### src/rtl/serdes_pkg.sv
// rtl/serdes_pkg.sv - shared types and TMDS control tokens for the serializer
package serdes_pkg;

  // TMDS control-period tokens; CTRL_00 is the default idle word.
  localparam logic [9:0] CTRL_00 = 10'b1101010100;
  localparam logic [9:0] CTRL_01 = 10'b0010101011;
  localparam logic [9:0] CTRL_10 = 10'b0101010100;
  localparam logic [9:0] CTRL_11 = 10'b1010101011;

  typedef enum logic {
    IDLE = 1'b0,
    RUN  = 1'b1
  } state_t;

endpackage

### src/rtl/sync_fifo_fwft.sv
// rtl/sync_fifo_fwft.sv - first-word-fall-through synchronous FIFO
module sync_fifo_fwft #(
  parameter int WIDTH = 30,
  parameter int DEPTH = 4
) (
  input  logic                       clk,
  input  logic                       rst_n,
  input  logic                       wr_en,
  input  logic [WIDTH-1:0]           wr_data,
  input  logic                       rd_en,
  output logic [WIDTH-1:0]           rd_data,
  output logic [$clog2(DEPTH):0]     level,
  output logic                       full,
  output logic                       empty
);

  localparam int AW = $clog2(DEPTH);
  localparam int LW = AW + 1;

  logic [WIDTH-1:0] mem [DEPTH];
  logic [AW-1:0]    wr_ptr;
  logic [AW-1:0]    rd_ptr;
  logic             push;
  logic             pop;

  assign full    = (level == LW'(DEPTH));
  assign empty   = (level == '0);
  assign push    = wr_en && !full;
  assign pop     = rd_en && !empty;
  assign rd_data = mem[rd_ptr];

  // Storage write; contents need no reset since level gates every read.
  always_ff @(posedge clk) begin
    if (push) begin
      mem[wr_ptr] <= wr_data;
    end
  end

  // Pointers wrap naturally (depth is a power of two); level tracks occupancy.
  always_ff @(posedge clk or negedge rst_n) begin
    if (!rst_n) begin
      wr_ptr <= '0;
      rd_ptr <= '0;
      level  <= '0;
    end else begin
      if (push) wr_ptr <= wr_ptr + AW'(1);
      if (pop)  rd_ptr <= rd_ptr + AW'(1);
      case ({push, pop})
        2'b10:   level <= level + LW'(1);
        2'b01:   level <= level - LW'(1);
        default: level <= level;
      endcase
    end
  end

endmodule

### src/rtl/piso_serializer_mc.sv
// rtl/piso_serializer_mc.sv - multi-lane parallel-to-serial converter with idle fill
module piso_serializer_mc
  import serdes_pkg::*;
#(
  parameter int                    DATA_WIDTH = 10,
  parameter int                    CHANNELS   = 3,
  parameter int                    FIFO_DEPTH = 4,
  parameter logic [DATA_WIDTH-1:0] IDLE_WORD  = CTRL_00,
  parameter bit                    MSB_FIRST  = 1'b0
) (
  input  logic                             clk,
  input  logic                             rst_n,
  input  logic [CHANNELS*DATA_WIDTH-1:0]   in_data,
  input  logic                             in_valid,
  output logic                             in_ready,
  input  logic                             enable,
  output logic [CHANNELS-1:0]              dout_p,
  output logic [CHANNELS-1:0]              dout_n,
  output logic                             word_strobe,
  output logic                             underflow,
  output logic [$clog2(FIFO_DEPTH):0]      fifo_level
);

  localparam int                WORD_W   = CHANNELS * DATA_WIDTH;
  localparam int                CNT_W    = $clog2(DATA_WIDTH);
  localparam logic [CNT_W-1:0]  LAST_BIT = CNT_W'(DATA_WIDTH - 1);

  state_t                                  state;
  state_t                                  state_nxt;
  logic [CNT_W-1:0]                        bit_cnt;
  logic [CHANNELS-1:0][DATA_WIDTH-1:0]     shreg;
  logic [CHANNELS-1:0][DATA_WIDTH-1:0]     shreg_nxt;
  logic [CHANNELS-1:0]                     dout_nxt;
  logic [DATA_WIDTH-1:0]                   lane_src;
  logic [WORD_W-1:0]                       fifo_head;
  logic [WORD_W-1:0]                       load_word;
  logic                                    fifo_full;
  logic                                    fifo_empty;
  logic                                    load;
  logic                                    last;
  logic                                    pop;

  assign in_ready  = !fifo_full;
  assign load      = (state == RUN) && (bit_cnt == '0);
  assign last      = (bit_cnt == LAST_BIT);
  assign pop       = load && !fifo_empty;
  assign load_word = fifo_empty ? {CHANNELS{IDLE_WORD}} : fifo_head;

  sync_fifo_fwft #(
    .WIDTH (WORD_W),
    .DEPTH (FIFO_DEPTH)
  ) u_fifo (
    .clk     (clk),
    .rst_n   (rst_n),
    .wr_en   (in_valid && in_ready),
    .wr_data (in_data),
    .rd_en   (pop),
    .rd_data (fifo_head),
    .level   (fifo_level),
    .full    (fifo_full),
    .empty   (fifo_empty)
  );

  // Next state: enable is only honoured on the last bit so words never truncate.
  always_comb begin
    state_nxt = state;
    case (state)
      IDLE:    if (enable) state_nxt = RUN;
      RUN:     if (last && !enable) state_nxt = IDLE;
      default: state_nxt = IDLE;
    endcase
  end

  // Per-lane shift: load cycle takes the new word, other cycles consume shreg.
  always_comb begin
    shreg_nxt = shreg;
    dout_nxt  = dout_p;
    lane_src  = '0;
    if (state == RUN) begin
      for (int k = 0; k < CHANNELS; k++) begin
        lane_src     = load ? load_word[k*DATA_WIDTH +: DATA_WIDTH] : shreg[k];
        dout_nxt[k]  = MSB_FIRST ? lane_src[DATA_WIDTH-1] : lane_src[0];
        shreg_nxt[k] = MSB_FIRST ? (lane_src << 1) : (lane_src >> 1);
      end
    end
  end

  // State, counter, shifters and registered outputs.
  always_ff @(posedge clk or negedge rst_n) begin
    if (!rst_n) begin
      state       <= IDLE;
      bit_cnt     <= '0;
      shreg       <= '0;
      dout_p      <= '0;
      dout_n      <= '1;
      word_strobe <= 1'b0;
      underflow   <= 1'b0;
    end else begin
      state       <= state_nxt;
      bit_cnt     <= ((state == RUN) && !last) ? bit_cnt + CNT_W'(1) : '0;
      shreg       <= shreg_nxt;
      dout_p      <= dout_nxt;
      dout_n      <= ~dout_nxt;
      word_strobe <= load;
      underflow   <= load && fifo_empty;
    end
  end

endmodule

### config.mk
export PLATFORM = sky130hd
export DESIGN_NAME = piso_serializer_mc
export DESIGN_NICKNAME = d
export VERILOG_FILES = /design/src/rtl/serdes_pkg.sv /design/src/rtl/sync_fifo_fwft.sv /design/src/rtl/piso_serializer_mc.sv
export SDC_FILE = /design/constraint.sdc
export NUM_CORES = 1
export LEC_CHECK = 0
export ABC_AREA = 1
export CORE_ASPECT_RATIO = 0.6
export CORE_UTILIZATION = 25
export CTS_CLUSTER_SIZE = 16
export DETAILED_ROUTE_END_ITERATION = 8
export PLACE_DENSITY = 0.39
export SYNTH_ARGS = -nofsm -noshare
export SYNTH_HDL_FRONTEND = slang
export SYNTH_SLANG_ARGS = --single-unit
### constraint.sdc
create_clock -name clk -period 2.6 [get_ports clk]
set_clock_uncertainty 0.2 [all_clocks]
set_input_delay 0.39 -clock clk [delete_from_list [all_inputs] [get_ports clk]]
set_output_delay 0.39 -clock clk [all_outputs]
set_load 0.01 [all_outputs]
==> impl_results.md, run 1 <==
* Clk_lat worst skew at 0.43 ns
* CTS tree: done
* Clk slew on worst S/H paths at 0.06 ns
* End of the critical path: u_fifo.level[2]
* DRC at 8
* Fillers at between 2000 and 3000
* Violated checks: DRC
* Outcome: complete, but fails checks
* Vias post-DR at around 4700
* Worst hold margin at 0.2733 ns
* Io pins at between 40 and 50
* Library cells used by synthesis at 24
* Vias in the first global route at 4799
* Clock sink count at around 170
* Slew margin rel. at 49.70%
* Register area share after synthesis at 67.19%
* Simple-Gate Fraction of Synth Area at between 20 and 25%
* Clock buffer count from CTS at 17
* H-tree Lvls at 4
* Port bufs at 45
* RSZ-0062 raised after global routing: false
* Die area at 0.02918 mm^2
* Netlist Area Pre-Place at 0.007119 mm^2
* Pwr per Cell Area at 1121 mW/mm^2
* Global Route Usage Sum at between 10% and 20%
* Slowest cell delay on critical path at 0.43 ns
* Final layout net count at 789
* DRT Wirelength at 16920 um
* Synth Area in Adders at 1.687%
* Worst vdd ir at 392.7 uV
* CTS Hold Bufs at 1
* Crit Reg-Reg Endpoint: u_fifo.level[2]
* Fmax achieved at 448.6 MHz
* Post-route ant nets at 0
* Crit. Startpoint: bit_cnt[0]
* Dpl hpwl at between 10000 and 15000 um
* Vias/cell at 4.151
* Gate Count Post-Synth at roughly 690
* Die height at 132.7 um
* Commonest non-fill, non-tap cell in the layout: nand2_1
* Worst path cell trace: inv_1 > ha_1 > nand2_1 > clkinv_1 > nand2_2 > nor2_4 > ha_1 > inv_1 > fa_1 > a21oi_1 > o21ai_0 > xnor2_1
* Reg-to-Reg Start: bit_cnt[0]
* Synth async-reset ratio at 28.14%
* Register bit total from synthesis at 167
* Starting density of the core at 25.65%
* Iteration-0 DRC count of the detailed router at ~240
* First-pass GRT wire length at ~27000 um
* Endpoint class of the critical path: flip-flop
* Share of cells above drive strength 1 at 8.169%
* Xor/xnor cell area share of the yosys netlist at less than 1%
* Pwr Total at approximately 9.6 mW
* Post-synthesis compound-gate area fraction at 2.566%
* Final GP Congestion at about 0.73
* Worst hold path class: reg2reg
* Post-CTS sizing at 0
* Mux cell area share after synthesis at 0%
* Avg WL per Cell at 15.03 um
* Max Root-Sink Buffers at 2
* Main combinational cell family by area after synthesis: simple AND/OR/NAND/NOR gates
* Mapped Nets at 736
* Site Rows at 47
* Initial antenna violation count at 0
* Min Tclk post-route at approximately 2.2 ns
* Critical path arrival at 2.34 ns
* First-pass DRT Iterations at 6
* Most frequent cells in the layout: 239 x nand2_1, 120 x edfxtp_1, 80 x inv_1
* R2R depth at 12
* CTS root buffer: clkbuf_16
* Crit Path Max Fanout at 5
* Critical Path RT at 2.71 ns
* Core ar. at 0.02776 mm^2
* Synthesis warning total at 0
* Max_cap viols at 0
* Post-synth EDFFs at 120
* Crit start category: flip-flop
* Measured slew at the worst slew-check pin at 0.7545 ns
* Fin crit share at 85.74%
* Synthesis-to-finish area growth at 20.63%
* Setup Fix Bufs, Post-CTS at 0
* N_diodes at 0
* Synth Flop Type: edfxtp_1
* DP Area at roughly 0.008 mm^2
* Final hold violations at 0
* Worst path slowest cell: dfrtp_1
* GRT overflow at 0
* Design Area, Final at 0.008588 mm^2
* Crit Path Class: reg2reg
* Largest net degree at the start of global routing at 64
* Max-slew violation count at 0
* Avg Inst Size Synth at 10.27 um^2
* R2r setup slk at ~0.37 ns
* TNS Setup at 0 ns
* Leakage power at 3.632 nW
* Die W at 219.9 um
* Final Setup Violations at 0
* Util after Layout at a little under a third
==> where the power goes <==
part	total, mW	switching, mW	internal (mW)	leakage, nW
clock	2.54	1.02	1.52	0.283
sequential	3.91	0.277	3.64	1.68
combinational	3.18	2.10	1.08	1.67
total	9.63	3.39	6.23	3.63
==> registers in the layout (all words and copies together), names as in the netlist <==
register	count
u_fifo.rd_ptr	2
bit_cnt	4
dout_n	3
u_fifo.mem	120
dout_p	3
underflow	1
u_fifo.level	3
state	1
shreg	27
u_fifo.wr_ptr	2
word_strobe	1
==> layer usage <==
layer | up-vias | wire length (um) | global-route usage [%] | share of wire [%]
met3 | 14 | 510 | 3.195 | 3.0
li1 | 2313 | - | - | -
met4 | 0 | 163 | 3.640 | 0.96
met5 | - | 0 | 0 | 0
met1 | 2289 | 8865 | 17.83 | 52
met2 | 58 | 7383 | 18.78 | 44
==> through the flow <==
step | setup slack, ns | instances
2_1_floorplan | -0.1433 | 693
6_report | 0.3709 | 1126
3_5_place_dp | 0.3587 | 1093
5_1_grt | 0.2094 | 1126
3_3_place_gp | 0.3373 | 1093
4_1_cts | 0.3529 | 1126
==> worst min path at each step <==
stage,cells past startpoint,startpoint,slack (ns),end
floorplan,0,rst_n,-0.11,bit_cnt[0]
global placement,2,shreg[21],0.26,shreg[21]
detailed placement,2,shreg[11],0.26,shreg[11]
CTS,2,shreg[11],0.28,shreg[11]
global route,2,shreg[15],0.31,shreg[15]
finish,2,shreg[21],0.27,shreg[21]
==> final cells by class <==
type / count / area (um^2) / area share, %
tap: 367 / 459.2 / 5.347
inverter: 84 / 315.3 / 3.671
clock inverter: 7 / 93.84 / 1.093
timing repair buffer: 65 / 610.6 / 7.110
sequential: 167 / 4785 / 55.71
clock buffer: 25 / 495.5 / 5.769
multi-input combinational: 411 / 1829 / 21.30
==> kinds of logic (layout without fill, tap and decap cells) <==
| family | count (synthesis) | in the layout |
|---|---|---|
| buffers and inverters | 115 | 181 |
| flip-flops | 167 | 167 |
| AND/OR/NAND/NOR | 360 | 360 |
| adder cells (fa/ha/maj) | 9 | 9 |
| AO/OA/AOI/OAI | 36 | 36 |
| XOR/XNOR | 6 | 6 |
==> worst max-delay path: cells and delay by family (launching register included) <==
kind / cells / cell delay (ns)
buffers and inverters: 3 / 0.20
AOI/OAI and AO/OA: 2 / 0.26
adders and majority gates: 3 / 0.65
xor gates and xnor gates: 1 / 0.14
and+or+nand+nor: 3 / 0.23
DFF: 1 / 0.43
==> cell usage after synthesis, drive strengths merged, types with 8 or more instances <==
master	n	area, um^2
o21ai	18	90.09
edfxtp	120	3603
nand2	240	903.4
buf	28	190.2
nor2	52	205.2
ha	8	100.1
or2	12	75.07
dfrtp	44	1101
nand3	56	280.3
a21oi	17	85.08
inv	83	311.6
Note: power is estimated with default switching activity, not from simulation.
==> run 2: changes to the inputs <==
--- a/config.mk
+++ b/config.mk
@@ -5,12 +5,13 @@
 export SDC_FILE = /design/constraint.sdc
 export NUM_CORES = 1
 export LEC_CHECK = 0
-export ABC_AREA = 1
+export CAP_MARGIN = 30
 export CORE_ASPECT_RATIO = 0.6
 export CORE_UTILIZATION = 25
 export CTS_CLUSTER_SIZE = 16
 export DETAILED_ROUTE_END_ITERATION = 8
-export PLACE_DENSITY = 0.39
+export DONT_BUFFER_PORTS = 1
+export PLACE_DENSITY = 0.37
 export SYNTH_ARGS = -nofsm -noshare
 export SYNTH_HDL_FRONTEND = slang
 export SYNTH_SLANG_ARGS = --single-unit
==> run 2 against run 1 <==
The flow now finishes without violations; via count is 27% lower; critical endpoint unchanged; sequential share of layout area is 4.5 points higher; worst setup slack worse by 0.18 ns; register-to-register slack got worse by 0.18 ns; combinational power fell by 19%; cell count decreased by 29%; non-clock buffer count fell by 12; synthesized cell count shrank 45%; maximum frequency down 7.5%; global-route usage fell by 1.1 points; core utilization increased by 0.15 points; critical path type unchanged.
==> impl_results.md, run 2 <==
* Library cells used by synthesis at 37
* Final GP Congestion at around 0.67
* DRT Wirelength at 14340 um
* First-pass DRT Iterations at 4
* Most numerous cell in the Yosys netlist: edfxtp_1
* Worst hold path class: in2reg
* Endpoint class of the critical path: flip-flop
* Gate Count Post-Synth at 384
* Netlist Area Pre-Place at around 0.0066 mm^2
* GRT overflow at 0
* Share of cells above drive strength 1 at 16.82%
* RSZ-0062 raised after global routing: false
* CTS Hold Bufs at 33
* Dpl hpwl at just under 9000 um
* Iteration-0 DRC count of the detailed router at 102
* Post-route ant nets at 0
* Synthesis-to-finish area growth at 20.88%
* Max reg flops at 120
* Synth Flop Type: edfxtp_1
* Share of the synthesized area in the top cell type at 54.82%
* Biggest regs: u_fifo.mem (120), shreg (27), bit_cnt (4)
* Final Setup Violations at 0
* DRC at 0
* Setup Fix Bufs, Post-CTS at 0
* TNS Setup at 0 ns
* Critical Path RT at 2.75 ns
* Clock sink count at 167
* Vias in the first global route at 3596
* Design Area, Final at slightly below 0.008 mm^2
* Port bufs at 0
* Commonest cells in the synthesized netlist: 120 x edfxtp_1, 44 x dfrtp_1, 35 x nor2_1
* Clk_lat worst skew at about 0.43 ns
* Starting density of the core at 25.72%
* Fillers at 2550
* Measured slew at the worst slew-check pin at 0.5450 ns
* CTS tree: done
* Fmax achieved at 414.8 MHz
* Synthesis warning total at 0
* Post-CTS sizing at 0
* Post-synth EDFFs at 120
* Slew margin rel. at 63.66%
* Core ar. at 0.02556 mm^2
* Worst vdd ir at about 470 uV
* Largest net degree at the start of global routing at 48
* Final layout net count at between 400 and 500
* Leakage power at 2.822 nW
* Area leader, netlist: edfxtp_1
* Initial antenna violation count at 0
* Vias post-DR at between 3000 and 4000
* Register bit total from synthesis at 167
* Util after Layout at 31.09%
* Most frequent cells in the layout: 120 x edfxtp_1, 43 x dfrtp_1, 35 x nor2_1
* Final hold violations at 0
* Site Rows at 45
* Crit Path Max Fanout at 6
* Die area at roughly 0.027 mm^2
* Top post-synthesis cells by area: edfxtp_1 55%, dfrtp_1 17%, mux4_2 7.5%
* Die height at 127.6 um
* Pwr per Cell Area at 1131 mW/mm^2
* DP Area at 0.007037 mm^2
* Crit start category: flip-flop
* Max Root-Sink Buffers at 2
* Avg WL per Cell at 17.97 um
* Die W at roughly 210 um
* Avg Inst Size Synth at 17.12 um^2
* Synth async-reset ratio at 28.14%
* Clock buffer count from CTS at 17
* CTS root buffer: clkbuf_16
* Mapped Nets at roughly 430
* Pwr Total at 8.988 mW
* N_diodes at 0
* Multi-input gate area at 0.001612 mm^2
* Most flops, register: u_fifo.mem
* Max_cap viols at 0
* Min Tclk post-route at 2.411 ns
* Fin crit share at 92.72%
* Critical path arrival at 2.56 ns
* Crit Path Class: reg2reg
* First-pass GRT wire length at 21970 um
* Outcome: completed
* Max-slew violation count at 0
* Io pins at 46
* Vias/cell at 4.253
* H-tree Lvls at 4
* Register area share after synthesis at 72.76%
* Clk slew on worst S/H paths at 0.06 ns
* Commonest non-fill, non-tap cell in the layout: edfxtp_1
* Global Route Usage Sum at between 10 and 15%
* FF+latch area at 0.004785 mm^2
-- run 2: metrics by stage --
step | instances | setup WS, ns | hold slack, ns
after global routing | 798 | 0.06726 | 0.07824
after detailed placement | 734 | 0.1982 | -0.1042
after floorplan | 384 | 0.1827 | -0.1056
after global placement | 734 | 0.2446 | -0.1038
after CTS | 798 | 0.1840 | 0.02573
final | 798 | 0.1892 | 0.04663
-- run 2: cell families after synthesis --
logic type,after synthesis,share of synthesized area (%)
fa+ha+maj,9,1.827
buf+inv,32,2.722
xor+xnor,8,1.066
flops,167,72.76
compound gates,40,3.731
simple gates,97,6.985
mux,31,10.91
-- run 2: layer usage --
layer  GRT usage [%]  part of all wire [%]  vias to the layer above
met5               0                     0                        -
met4           4.348                   1.3                        0
met3           3.048                   3.4                       13
met2           16.47                    43                       54
met1           16.54                    53                     1744
li1                -                     -                     1583
-- run 2: final timing paths --
check                                        end  cells past startpoint            start  slack [ns]
worst max-delay path             u_fifo.level[2]                      9  u_fifo.level[1]        0.19
worst min-delay path            u_fifo.wr_ptr[0]                      2         in_valid        0.05
worst max register to register   u_fifo.level[2]                      9  u_fifo.level[1]        0.19
worst min register to register         shreg[11]                      2        shreg[11]        0.30
max in group asynchronous              dout_n[0]                      2            rst_n        1.64
min in group asynchronous        u_fifo.level[0]                      2            rst_n        0.28
-- run 2: worst max-delay path, cell delays in order, from the launching register on --
cell and delay, ns:
dfrtp_1 0.43, or3b_1 0.41, and2_1 0.21, inv_1 0.06
ha_1 0.17, inv_1 0.06, fa_1 0.37, xor2_1 0.15
nor2_1 0.11, xor2_1 0.16
-- run 2: cell type report --
class | count | share of cell area (%)
Clock buffer | 19 | 5.448
Timing Repair Buffer | 53 | 6.424
Clock inverter | 12 | 1.622
Sequential cell | 167 | 60.21
Multi-Input combinational cell | 185 | 20.28
Inverter | 10 | 0.4724
Tap cell | 352 | 5.542
-- run 2: power breakdown --
group,switching (mW),internal (mW)
combinational,1.47,1.13
sequential,0.316,3.65
clock,1.02,1.41
total,2.81,6.18
